<file path="src/rtl/pio_output_path.sv">
// Single-cycle PIO state machine (JMP/SET subset) with per-pin FSM and
// per-core output arbitration feeding the GPIO pads.
module pio_output_path (
  input  logic        clk,
  input  logic        rst,
  input  logic [15:0] instruction,
  output logic [4:0]  pc,
  output logic [31:0] x,
  output logic [31:0] y,
  output logic [31:0] fsm_pins,
  output logic [31:0] fsm_dirs,
  input  logic [31:0] fsm_output [3:0],
  input  logic [31:0] fsm_drive [3:0],
  output logic [31:0] fsm_core_output,
  output logic [31:0] fsm_core_drive,
  input  logic [1:0]  core_select [31:0],
  input  logic [31:0] core_output [3:0],
  input  logic [31:0] core_drive [3:0],
  output logic [31:0] gpio_output,
  output logic [31:0] gpio_drive
);

  localparam logic [2:0] OP_JMP = 3'b000;
  localparam logic [2:0] OP_SET = 3'b111;

  logic [4:0]  pc_r, pc_nxt_s;
  logic [31:0] x_r, x_nxt_s, y_r, y_nxt_s;
  logic [31:0] pins_r, pins_nxt_s, dirs_r, dirs_nxt_s;
  logic [2:0]  opcode_s, field_s;
  logic [4:0]  data_s;
  logic        jmp_take_s;
  logic        delay_unused_s;

  assign opcode_s       = instruction[15:13];
  assign field_s        = instruction[7:5];
  assign data_s         = instruction[4:0];
  // Delay/side-set field is reduced to a single bit that drives no logic.
  assign delay_unused_s = ^instruction[12:8];

  // Instruction decode and next-state computation.
  always_comb begin
    pc_nxt_s   = pc_r + 5'd1;
    x_nxt_s    = x_r;
    y_nxt_s    = y_r;
    pins_nxt_s = pins_r;
    dirs_nxt_s = dirs_r;
    jmp_take_s = 1'b0;
    case (opcode_s)
      OP_JMP: begin
        case (field_s)
          3'b000: jmp_take_s = 1'b1;
          3'b001: jmp_take_s = (x_r == 32'd0);
          3'b010: begin
            // Test uses the value before the unconditional decrement.
            jmp_take_s = (x_r != 32'd0);
            x_nxt_s    = x_r - 32'd1;
          end
          3'b011: jmp_take_s = (y_r == 32'd0);
          3'b100: begin
            jmp_take_s = (y_r != 32'd0);
            y_nxt_s    = y_r - 32'd1;
          end
          3'b101: jmp_take_s = (x_r != y_r);
          default: jmp_take_s = 1'b0;
        endcase
        if (jmp_take_s) begin
          pc_nxt_s = data_s;
        end else begin
          pc_nxt_s = pc_r + 5'd1;
        end
      end
      OP_SET: begin
        case (field_s)
          3'b000: pins_nxt_s = {pins_r[31:5], data_s};
          3'b001: x_nxt_s    = {27'd0, data_s};
          3'b010: y_nxt_s    = {27'd0, data_s};
          3'b100: dirs_nxt_s = {dirs_r[31:5], data_s};
          default: pins_nxt_s = pins_r;
        endcase
      end
      default: pc_nxt_s = pc_r + 5'd1;
    endcase
  end

  // Architectural state registers.
  always_ff @(posedge clk or negedge rst) begin
    if (!rst) begin
      pc_r   <= 5'd0;
      x_r    <= 32'd0;
      y_r    <= 32'd0;
      pins_r <= 32'd0;
      dirs_r <= 32'd0;
    end else begin
      pc_r   <= pc_nxt_s;
      x_r    <= x_nxt_s;
      y_r    <= y_nxt_s;
      pins_r <= pins_nxt_s;
      dirs_r <= dirs_nxt_s;
    end
  end

  assign pc       = pc_r;
  assign x        = x_r;
  assign y        = y_r;
  assign fsm_pins = pins_r;
  assign fsm_dirs = dirs_r;

  // FSM merge: later (higher-index) drivers overwrite earlier ones bitwise.
  always_comb begin
    fsm_core_output = 32'd0;
    fsm_core_drive  = 32'd0;
    for (int k = 0; k < 4; k++) begin
      fsm_core_output = (fsm_core_output & ~fsm_drive[k]) | (fsm_output[k] & fsm_drive[k]);
      fsm_core_drive  = fsm_core_drive | fsm_drive[k];
    end
  end

  // Per-pin core mux; value passes through regardless of the drive bit.
  always_comb begin
    gpio_output = 32'd0;
    gpio_drive  = 32'd0;
    for (int i = 0; i < 32; i++) begin
      gpio_output[i] = core_output[core_select[i]][i];
      gpio_drive[i]  = core_drive[core_select[i]][i];
    end
  end

endmodule

</file>
<file path="config.mk">
export PLATFORM = sky130hd
export DESIGN_NAME = pio_output_path
export DESIGN_NICKNAME = d
export VERILOG_FILES = /design/src/rtl/pio_output_path.sv
export SDC_FILE = /design/constraint.sdc
export NUM_CORES = 1
export LEC_CHECK = 0
export ABC_AREA = 1
export CAP_MARGIN = 10
export CORE_AREA = 3 3 330 332
export CTS_CLUSTER_DIAMETER = 50
export DETAILED_ROUTE_END_ITERATION = 10
export DIE_AREA = 0 0 333 335
export SLEW_MARGIN = 20
export SYNTH_ARGS = -nofsm -noshare
export SYNTH_HDL_FRONTEND = slang
export SYNTH_SLANG_ARGS = --single-unit
export TNS_END_PERCENT = 50
</file>
<file path="constraint.sdc">
create_clock -name clk -period 4.4 [get_ports clk]
set_input_delay 0.44 -clock clk [delete_from_list [all_inputs] [get_ports clk]]
set_output_delay 0.44 -clock clk [all_outputs]
set_load 0.1 [all_outputs]
</file>
==> out/results.txt <==
status -> finished clean
layout overhead on the synthesized area -> 114%
share of final-layout standard cells stronger than drive strength 1 -> 6.51%
worst reg2reg path startpoint -> x[0]
shortest period the worst path allows -> 3090 ps
IR Drop Worst-Case VDD -> 529 uV
top flip-flop cell by instance count after synthesis -> dfrtp_1
Crit-path slowest cell -> clkdlybuf4s50_1
proportion of netlist area held by the largest area contributor -> 23.3%
chip height -> 335 um
post-CTS setup repair buffer count -> 0
cell breakdown of the critical path -> clkdlybuf4s50_1 -> nand3b_1 -> a21oi_1 -> a21oi_1 -> o21ai_0 -> clkdlybuf4s50_1
number of register bits inferred by synthesis -> 79
DRC violation total after the first TritonRoute iteration -> 838
dpl hpwl -> 73400 um
hold-fix buffers at CTS -> 0
setup skew after layout -> 10.0 ps
length in cells of the worst reg-to-reg path -> 13
number of vias per cell after detailed routing -> 3.54
TritonCTS clock tree -> done
critical path capture point -> fsm_core_output[18]
Post-synth ARST share -> 100%
final weighted congestion in routability-driven placement -> 0.948
Post-Synth Simple-Gate Area -> 34.6%
arrival time of data at the critical path endpoint -> 2650 ps
delay of the slowest critical-path stage -> 1180 ps
Synth Warn # -> 0
leading cell type in the layout, fill and taps excluded -> clkdlybuf4s50_1
maximum count of clock buffers along a single path -> 2
ratio of total power to cell area -> 306 mW/mm2
adder-cell share of the synthesized area -> 0.443%
total stage count of the critical path -> 6
number of instances resized during post-cts repair -> 0
worst setup path category -> in2out
synthesized area per cell -> 6.10 um2
first-pass GRT wire length -> 103000 um
leakage power -> 7.37 nW
root buf cell -> clkbuf_16
total routing resource utilization after global routing -> 13.5%
WL per Instance -> 22.3 um
Worst setup EP type -> output port
die width -> 333 um
biggest area consumer among synthesized cells -> dfrtp_1
Starting Density -> 7.95%
placed cell area -> 0.0178 mm2
Peak Freq -> 324 MHz
total instance count after detailed placement -> 3582
count of vias placed by the detailed router -> 12800
via count of the first global-routing pass -> 12200
most used cells in the layout excluding fill and tap cells -> clkdlybuf4s50_1 (715), nor2_1 (311), nand2_1 (215)
share of synthesized area occupied by flip-flops and latches -> 23.3%
number of input and output port buffers inserted -> 795
number of buffers created by CTS -> 9
biggest area contributors in the synthesized netlist -> dfrtp_1 (23%), nor2_1 (14%), o21ai_0 (11%)
required time reported for the critical path endpoint -> 3960 ps
FF-to-FF setup slack -> 2170 ps
startpoint class of the critical path -> primary input
mux cell area share after synthesis -> 1.33%
final sum of negative setup slack -> 0 ps
Unique masters post-synth -> 39
std cell rows -> 120
Post-Synthesis Cells -> 1388
fill cell instance count of the final layout -> 12200
Min-Delay Path Class -> in2async
capturing point of the worst reg2reg path -> pc[3]
final worst path period share -> 70.2%
area of all placed cells without fillers -> 0.0182 mm2
global-route congestion overflow total -> 0
xor/xnor share of the synthesized area -> 4.55%
total count of max-transition violations in the final report -> 0
Post-route DRC -> 0
I/O pin cnt -> 855
Buffers & Inverters on Critical Path -> 2
Cell Count, Final, Fillers Out -> 3609
netlist area before placement -> 0.00847 mm2
critical path's top delay family -> buffers and inverters
maximum fanout along the worst path -> 3
antenna violation net count after detailed routing -> 0
startpoint of the most critical setup path -> fsm_drive[50]
Post-synth EDFFs -> 0
floorplan die area -> 0.112 mm2
Total Nets Final -> 2787
main combinational cell family by area after synthesis -> simple AND/OR/NAND/NOR gates
setup repair after global routing missed its margin -> no
Overall Power -> 5.56 mW
later-pin clock latency in the skew report -> 350 ps
Post-Route Hold Slack -> 241 ps
final wirelength -> 80500 um
slew at the pin closest to its max-slew limit -> 1160 ps
CTS HTree Levels -> 3
antenna violations before repair -> 30
Sinks on Clock Net -> 79
clock slew at the register clock pins of the worst setup and hold paths -> 60 ps
number of failing hold endpoints at the final stage -> 0
number of max-cap violations -> 0
fraction of the mapped netlist area in compound gates -> 22.7%
slew margin rel. -> 22.2%
floorplan core area -> 0.107 mm2
largest net degree at the start of global routing -> 80
first drt pass iteration count -> 5
setup-violating endpoint count in the final report -> 0
[layer usage]
layer | track usage [%] | routed length, um | vias to the layer above
met5 | 0 | 115 | -
met4 | 3.28 | 2020 | 18
met3 | 9.10 | 12700 | 88
met2 | 20.2 | 33500 | 684
met1 | 15.8 | 32200 | 5833
li1 | - | - | 6167
[sequential cells by signal, indices dropped and copies added (netlist names)]
register and cells:
x 32, fsm_dirs 5, y 32, fsm_pins 5, pc 5
[final cells by class]
cell class | count | area, um2 | area share (%)
repair buffers | 799 | 7790 | 42.9
multi-input cells | 1123 | 5590 | 30.8
flip-flops and latches | 79 | 1980 | 10.9
well taps | 1403 | 1760 | 9.67
inverters | 178 | 668 | 3.68
clock buffers | 12 | 267 | 1.47
clock inverters | 4 | 73.8 | 0.407
diodes | 11 | 27.5 | 0.152
[worst min-delay path by stage]
stage	from	endpoint	slack, ps	cells after the start
6_report	rst	x[0]	240	2
5_1_grt	rst	x[4]	310	2
4_1_cts	rst	x[0]	420	2
3_5_place_dp	fsm_pins[0]	fsm_pins[0]	500	1
3_3_place_gp	fsm_pins[0]	fsm_pins[0]	490	1
2_1_floorplan	rst	fsm_dirs[0]	140	0
[synthesized netlist by cell type, types with 5 or more instances]
library cell  number
nand3b_1           7
a211oi_1          20
o31ai_1           21
or4_1             25
xor2_1            15
nand2_1          215
o21ai_0          183
o22ai_1           65
nand4_1           12
nor2_2             6
a21oi_1           43
inv_1            175
nor3_1            18
xnor2_1           29
nand3_2            5
dfrtp_1           79
nor2_4            10
nor2_1           311
mux2_2            10
nand3_1           34
nand2_2            7
clkbuf_1           6
and3_1             5
buf_4             54
[power breakdown]
group	switching [mW]	total [mW]	internal, mW
clock	0.317	0.862	0.545
sequential	0.179	1.02	0.837
combinational	2.62	3.68	1.06
total	3.12	5.56	2.44
[stage by stage]
| step | worst slack [ps] | utilization [%] |
|---|---|---|
| 2_1_floorplan | 1120 | - |
| 3_3_place_gp | 1320 | 16.7 |
| 3_5_place_dp | 1310 | 16.7 |
| 4_1_cts | 1310 | 17.0 |
| 6_report | 1310 | 17.0 |
| 5_1_grt | 1200 | 17.0 |
[cells by family after synthesis]
family                   after synthesis
AND/OR/NAND/NOR                      669
buffers and inverters                239
adder cells (fa/ha/maj)                3
XOR/XNOR                              44
AO/OA/AOI/OAI                        343
multiplexers                          10
flip-flops                            79
other                                  1
No activity file was read; power rests on OpenSTA's default activity.
